### src/rtl/mdr_control.sv
// Sequencer for the multiply/divide/root datapath: captures X/Y from the shared bus,
// pulses the selected unit's start, waits for its ready (bounded), and latches the result.
// Operation encoding on i_op/o_sel: 0=NON, 1=MULT, 2=DIV, 3=ROOT.
module mdr_control #(
  parameter int DW      = 16,
  parameter int TIMEOUT = 64
) (
  input  logic          clk,
  input  logic          rst,
  input  logic          i_start,
  input  logic [1:0]    i_op,
  input  logic          i_load,
  input  logic [DW-1:0] i_data,
  input  logic [DW-1:0] i_result,
  input  logic [DW-1:0] i_remainder,
  input  logic          i_ready,
  output logic [1:0]    o_sel,
  output logic [DW-1:0] o_op_x,
  output logic [DW-1:0] o_op_y,
  output logic          o_start_mult,
  output logic          o_start_div,
  output logic          o_start_root,
  output logic [DW-1:0] o_result,
  output logic [DW-1:0] o_remainder,
  output logic          o_busy,
  output logic          o_done,
  output logic          o_error
);
  localparam logic [1:0] OP_NON  = 2'd0;
  localparam logic [1:0] OP_MULT = 2'd1;
  localparam logic [1:0] OP_DIV  = 2'd2;
  localparam logic [1:0] OP_ROOT = 2'd3;
  localparam int TW = $clog2(TIMEOUT);
  localparam logic [TW-1:0] T_MAX  = TW'(TIMEOUT - 1);
  // Leaving BUSY on this count makes ERROR land exactly TIMEOUT cycles after START.
  localparam logic [TW-1:0] T_LAST = TW'(TIMEOUT - 2);

  typedef enum logic [2:0] {
    S_IDLE, S_LOAD_X, S_LOAD_Y, S_START, S_BUSY, S_DONE, S_ERROR
  } state_t;

  state_t        state, state_nxt;
  logic [1:0]    op;
  logic [TW-1:0] timer;
  logic          idle_like, accept;

  assign idle_like = (state == S_IDLE) || (state == S_DONE) || (state == S_ERROR);
  assign accept    = idle_like && i_start && (i_op != OP_NON);

  always_ff @(posedge clk or negedge rst) begin
    if (!rst) state <= S_IDLE;
    else      state <= state_nxt;
  end

  always_comb begin
    state_nxt = state;
    case (state)
      S_IDLE, S_DONE, S_ERROR:
        if (accept) state_nxt = S_LOAD_X;
      S_LOAD_X:
        if (i_load) state_nxt = (op == OP_ROOT) ? S_START : S_LOAD_Y;
      S_LOAD_Y:
        if (i_load) state_nxt = (op == OP_DIV && i_data == '0) ? S_ERROR : S_START;
      S_START:
        state_nxt = S_BUSY;
      S_BUSY:
        if (i_ready)              state_nxt = S_DONE;
        else if (timer == T_LAST) state_nxt = S_ERROR;
      default:
        state_nxt = S_IDLE;
    endcase
  end

  always_ff @(posedge clk or negedge rst) begin
    if (!rst) begin
      op          <= OP_NON;
      o_op_x      <= '0;
      o_op_y      <= '0;
      o_result    <= '0;
      o_remainder <= '0;
      timer       <= '0;
    end else begin
      if (accept) begin
        op          <= i_op;
        o_op_x      <= '0;
        o_op_y      <= '0;
        o_result    <= '0;
        o_remainder <= '0;
      end
      if (state == S_LOAD_X && i_load) o_op_x <= i_data;
      if (state == S_LOAD_Y && i_load) o_op_y <= i_data;
      if (state == S_START) timer <= '0;
      if (state == S_BUSY) begin
        if (i_ready) begin
          o_result    <= i_result;
          o_remainder <= (op == OP_MULT) ? '0 : i_remainder;
        end else if (timer != T_MAX) begin
          timer <= timer + 1'b1;
        end
      end
    end
  end

  always_comb begin
    o_sel        = OP_NON;
    o_busy       = 1'b0;
    o_done       = 1'b0;
    o_error      = 1'b0;
    o_start_mult = 1'b0;
    o_start_div  = 1'b0;
    o_start_root = 1'b0;
    case (state)
      S_LOAD_X, S_LOAD_Y, S_BUSY: begin
        o_sel  = op;
        o_busy = 1'b1;
      end
      S_START: begin
        o_sel        = op;
        o_busy       = 1'b1;
        o_start_mult = (op == OP_MULT);
        o_start_div  = (op == OP_DIV);
        o_start_root = (op == OP_ROOT);
      end
      S_DONE: begin
        o_sel  = op;
        o_done = 1'b1;
      end
      S_ERROR: o_error = 1'b1;
      default: ;
    endcase
  end
endmodule

### config.mk
export PLATFORM = sky130hd
export DESIGN_NAME = mdr_control
export DESIGN_NICKNAME = d
export VERILOG_FILES = /design/src/rtl/mdr_control.sv
export SDC_FILE = /design/constraint.sdc
export NUM_CORES = 1
export LEC_CHECK = 0
export ABC_AREA = 1
export CORE_UTILIZATION = 37
export CTS_CLUSTER_SIZE = 12
export DETAILED_ROUTE_END_ITERATION = 8
export PLACE_DENSITY_LB_ADDON = 0.05
export SLEW_MARGIN = 25
export SYNTH_ARGS = -nofsm -noshare
export SYNTH_HDL_FRONTEND = slang
export SYNTH_SLANG_ARGS = --single-unit
### constraint.sdc
create_clock -name clk -period 4.2 [get_ports clk]
set_input_delay 0.84 -clock clk [delete_from_list [all_inputs] [get_ports clk]]
set_output_delay 0.84 -clock clk [all_outputs]
set_load 0.02 [all_outputs]
Word level (Yosys, flattened, before mapping)
Cells that the tools add are included.
{"block": "totals", "reg_bits": 75, "latchBits": 0, "ram_bits": 0, "mem_bits_ro": 0, "inputBits": 55, "elab_cells": 68, "mem_count": 0}
{"block": "classes", "add_sub_neg": 1, "mul": 0, "div": 0, "n_lt_le_gt_ge": 0, "n_eq_ne": 15, "shift": 0, "mux": 29, "bitwise_logic": 0, "n_reduce_logical": 16}
{"operator": "two-way mux 16 bit", "count": 10}
{"operator": "two-way mux 6 bit", "count": 4}
{"operator": "two-way mux 3 bit", "count": 6}
{"operator": "zero test 16 bit", "count": 1}
{"operator": "case mux 3 bit (5 select lines)", "count": 1}
{"operator": "== test 3 bit (second input constant)", "count": 3}
{"operator": "two-way mux 1 bit", "count": 7}
{"operator": "adder 6 x 1 -> 6 bit (second input constant)", "count": 1}
{"operator": "== test 3 x 2 -> 1 bit (second input constant)", "count": 2}
{"operator": "== test 6 bit (second input constant)", "count": 1}
{"operator": "!= test 2 bit (second input constant)", "count": 3}
{"operator": "!= test 6 bit (second input constant)", "count": 1}
{"operator": "nonzero test 2 bit", "count": 3}
{"operator": "logical AND 1 bit", "count": 5}
{"operator": "OR reduction 5 bit", "count": 1}
{"operator": "== test 2 bit (second input constant)", "count": 2}
{"operator": "AND reduction 4 bit", "count": 1}
{"operator": "OR reduction 4 bit", "count": 1}
{"operator": "== test 3 x 1 -> 1 bit (second input constant)", "count": 1}
{"operator": "zero test 3 bit", "count": 1}
{"operator": "!= test 3 bit (second input constant)", "count": 1}
{"operator": "OR reduction 3 bit", "count": 1}
{"operator": "== test 2 x 1 -> 1 bit (second input constant)", "count": 1}
{"operator": "logical OR 1 bit", "count": 2}
{"operator": "two-way mux 2 bit", "count": 1}

Longest topological paths before layout
{"block": "logic_depth", "depth_word": 8, "mapped_depth": 10, "depth_no_buf": 9}

Least setup slack after synthesis
OpenSTA, ideal clock, no wires.
{"block": "synth_timing", "path_type": "reg2out", "start": "register state[2]", "end": "output port o_start_root", "arrival_time_ns": 1.223, "required_time_ns": 3.360, "slack_ns": 2.137, "stages_incl_launch_ff": 4, "cell_sequence": "dfrtp_1 nor2_2 nand2_1 nor3_1"}
{"block": "synth_via", "elab_chain_cells": 2}
{"element": "from (decl)", "line": "42", "text": "state_t state, state_nxt;"}
{"element": "from (signal assigned)", "line": "52", "text": "else state <= state_nxt;"}
{"element": "== test 3 x 2 -> 1 bit", "line": "112", "text": "case (state)"}
{"element": "two-way mux 1 bit", "line": "112"}
{"element": "to (decl)", "line": "22", "text": "output logic o_start_root,"}
Every way passes these cells.

Final worst setup path
{"block": "layout_timing", "start": "register op[1]", "end": "output port o_start_mult"}
{"block": "layout_via", "elab_chain_cells": 2}
{"element": "from (decl)", "line": "43", "text": "logic [1:0] op;"}
{"element": "from (signal assigned)", "line": "84", "text": "op <= i_op;"}
{"element": "== test 2 x 1 -> 1 bit", "line": "120", "text": "o_start_mult = (op == OP_MULT);"}
{"element": "two-way mux 1 bit", "line": "112"}
{"element": "to (decl)", "line": "20", "text": "output logic o_start_mult,"}
Every way passes these cells.

==> metrics.md <==
| Metric | Value |
|---|---|
| Skew-Pair Late Insertion Delay | `0.34 ns` |
| Top-count cell post-synth | `nand3_1` |
| CORE AREA | `0.008891 mm²` |
| Most area-consuming cells after synthesis | `dfrtp_1 (54%), nand3_1 (12%), nand2_1 (8.5%)` |
| Biggest area consumer among synthesized cells | `dfrtp_1` |
| Final wirelength | `8970 µm` |
| Worst-path maximum fanout | `17` |
| Die area | `0.009772 mm²` |
| Fin crit share | `70.36%` |
| Final Hold Fails | `0` |
| Worst Path Required | `3.36 ns` |
| Reg-to-reg setup timing slack | `2.11 ns` |
| Mapped Cells | `401` |
| Critical path endpoint category | `output port` |
| Top post-synthesis cells by count | `nand3_1 (81), nand2_1 (79), dfrtp_1 (75), inv_1 (37), o21ai_1 (33)` |
| Clock power share | `20.3%` |
| Pre-CTS WS | `1.315 ns` |
| #FFs+latches synth | `75` |
| Setup CP Type | `reg -> out` |
| ANT nets after route | `0` |
| FP Rows | `34` |
| Synth Warn # | `0` |
| Total CTS buffers | `9` |
| Vias in the first global route | `3,052` |
| Largest net degree at the start of global routing | `76` |
| Diode count | `0` |
| Top cell type's share of synthesized area | `54.07%` |
| P_sw | `1423 µW` |
| Hold path cells | `2` |
| Die Wd | `98.86 µm` |
| Initial DRC Count | `127` |
| Placed Area | `0.004750 mm²` |
| Initial antenna violation count | `0` |
| Final Worst Setup Slack | `1.245 ns` |
| Worst reg2reg path startpoint | `state[1]$_DFFE_PN0P_` |
| Max_cap viols | `0` |
| VDD IR max | `357.3 µV` |
| Routability cong. | `0.8090` |
| Layout Cells excl Fill | `632` |
| Min-delay worst type | `reg -> reg` |
| Seq/Total Area, Yosys | `54.07%` |
| Net count, final | `576` |
| Leak | `0.002395 µW` |
| Synth Flop Type | `dfrtp_1` |
| Int Power | `2235 µW` |
| Final setup vio count | `0` |
| Overall Global Routing Usage | `19.56%` |
| Max Transition Viols Final | `0` |
| IO buf count | `126` |
| Vias | `3,067` |
| Synthesized area per cell | `8.655 µm²` |
| Starting Density | `39.04%` |
| Switching Share | `38.90%` |
| Part of the power in registers | `32.7%` |
| Sum of negative setup slack | `0 ns` |
| Placed insts | `616` |
| Critical path arrival | `2.12 ns` |
| Post-synth EDFFs | `0` |
| Max_slew headroom | `36.21%` |
| Clock sinks | `75` |
| Mapped Nets | `458` |
| Chip Height | `98.86 µm` |
| Power per Cell Area | `726.7 mW/mm²` |
| RSZ-0062 raised after global routing | `false` |
| Area Growth Syn to Fin | `45.06%` |
| Root Buffer | `clkbuf_8` |
| Post-DR vias/cell | `4.853` |
| Gr ovfl total | `0` |
| Fmax | `338.4 MHz` |
| # IOs | `127` |
| Fillers | `821` |
| Reg-to-reg endpoint | `o_remainder[9]$_DFF_PN0_` |
| Hold Path Sink | `o_result[6]$_DFF_PN0_` |
| Final Skew | `0.008566 ns` |
| Min-Delay Startpoint | `o_result[6]$_DFF_PN0_` |
| CP startpoint kind | `flip-flop` |
| Combinational share of power | `47.1%` |
| Final Critical Period | `2.955 ns` |
| Clock Tree Buf Depth | `2` |
| Post-CTS sizing | `0` |
| Layout cell share with drive strength beyond 1 | `8.588%` |
| DR WL/cell | `14.19 µm` |
| First-pass GRT wire length | `15,070 µm` |
| Cts hold-fix bufs | `0` |
| H-tree depth | `3` |
| Post-CTS Setup Inserts | `0` |
| Post-synthesis cell area | `0.003471 mm²` |
| Hold_ws | `0.5042 ns` |
| Worst Reg-to-Reg Cells | `6` |
| Yosys cell types | `26` |
| Ys async rst share | `100.0%` |
| Post-Layout Inst Area | `0.005035 mm²` |
| Slew @ Worst Pin | `0.9535 ns` |
| Hpwl dp | `6477 µm` |
| TritonCTS clock tree | `built` |
| Router iterations before antenna repair | `4` |
| Status | `completed` |
| DRC Markers | `0` |
| Clk slew on worst S/H paths | `0.07 ns` |
-- layer usage --
metal / vias to the layer above / global-route usage, % / share of wire [%]
li1: 1562 / - / -
met1: 1412 / 25.13 / 45
met2: 87 / 32.97 / 49
met3: 6 / 4.610 / 5.7
met4: 0 / 5.511 / 0.84
met5: - / 0 / 0
-- worst max-delay path by stage --
stage / slack (ns) / startpoint / endpoint / cells after the start
6_report: 1.24 / op[1]$_DFFE_PN0P_ / o_start_mult / 4
2_1_floorplan: 2.14 / state[2]$_DFFE_PN0P_ / o_start_root / 3
5_1_grt: 1.05 / state[1]$_DFFE_PN0P_ / o_sel[1] / 6
4_1_cts: 1.20 / op[1]$_DFFE_PN0P_ / o_start_mult / 4
3_3_place_gp: 1.42 / i_op[1] / o_op_x[1]$_DFFE_PN0P_ / 7
3_5_place_dp: 1.32 / i_op[1] / o_op_x[1]$_DFFE_PN0P_ / 7
-- cells in the final DEF, fill, tap and decap left out, types with 2 or more instances in the layout --
cell / Yosys / layout
nand3_2: 11 / 12
nor3_1: 3 / 3
clkbuf_8: 0 / 10
a21oi_2: 2 / 2
buf_4: 0 / 3
nand2_1: 79 / 78
nor2_2: 2 / 2
o21ai_0: 20 / 20
nor2_1: 18 / 18
clkdlybuf4s50_1: 0 / 125
ha_1: 2 / 2
nand4_1: 3 / 3
dfrtp_1: 75 / 75
nand2_2: 3 / 4
bufinv_16: 0 / 4
inv_1: 37 / 37
nand3_1: 81 / 80
o21ai_1: 33 / 33
inv_2: 3 / 3
-- flip-flops by register name, indices dropped and copies added, names as in the netlist --
register     count
o_op_x          16
timer            6
o_remainder     16
state            3
o_op_y          16
op               2
o_result        16
-- cell type report --
class / instances / area [µm²] / share of cell area, %
clock buffer: 10 / 137.6 / 2.734
sequential: 75 / 1877 / 37.28
multi-input combinational: 263 / 1308 / 25.97
inverter: 41 / 156.4 / 3.106
tap: 108 / 135.1 / 2.684
clock inverter: 6 / 136.4 / 2.709
timing repair buffer: 129 / 1285 / 25.52
-- power by group through the flow --
stage | sequential [µW] | clock [µW] | combinational [µW]
after global placement | 1210 | 0 | 1710
after floorplan | 1500 | 0 | 652
after CTS | 1200 | 757 | 1740
after detailed placement | 1210 | 0 | 1740
after global routing | 1240 | 786 | 1870
final | 1200 | 742 | 1720
-- cell families after synthesis --
kind of cell	Yosys count	synth area share, %
AOI/OAI and AO/OA	58	8.688
xor gates and xnor gates	2	0.5048
adders and majority gates	2	0.7209
buffers and inverters	63	8.471
DFF	75	54.07
and+or+nand+nor	201	27.54
-- critical path, cell delays in order, from the launching register on --
cell and delay [ns]:
dfrtp_1 0.40, inv_1 0.14, nand2_1 0.39, nor2_1 0.21, clkdlybuf4s50_1 0.65
-- through the flow --
stage | utilization (%) | power, µW
2_1_floorplan | - | 2150
3_3_place_gp | 53.42 | 2917
3_5_place_dp | 53.42 | 2951
4_1_cts | 56.50 | 3697
5_1_grt | 56.63 | 3900
6_report | 56.63 | 3659
No activity file was read; power rests on OpenSTA's default activity.
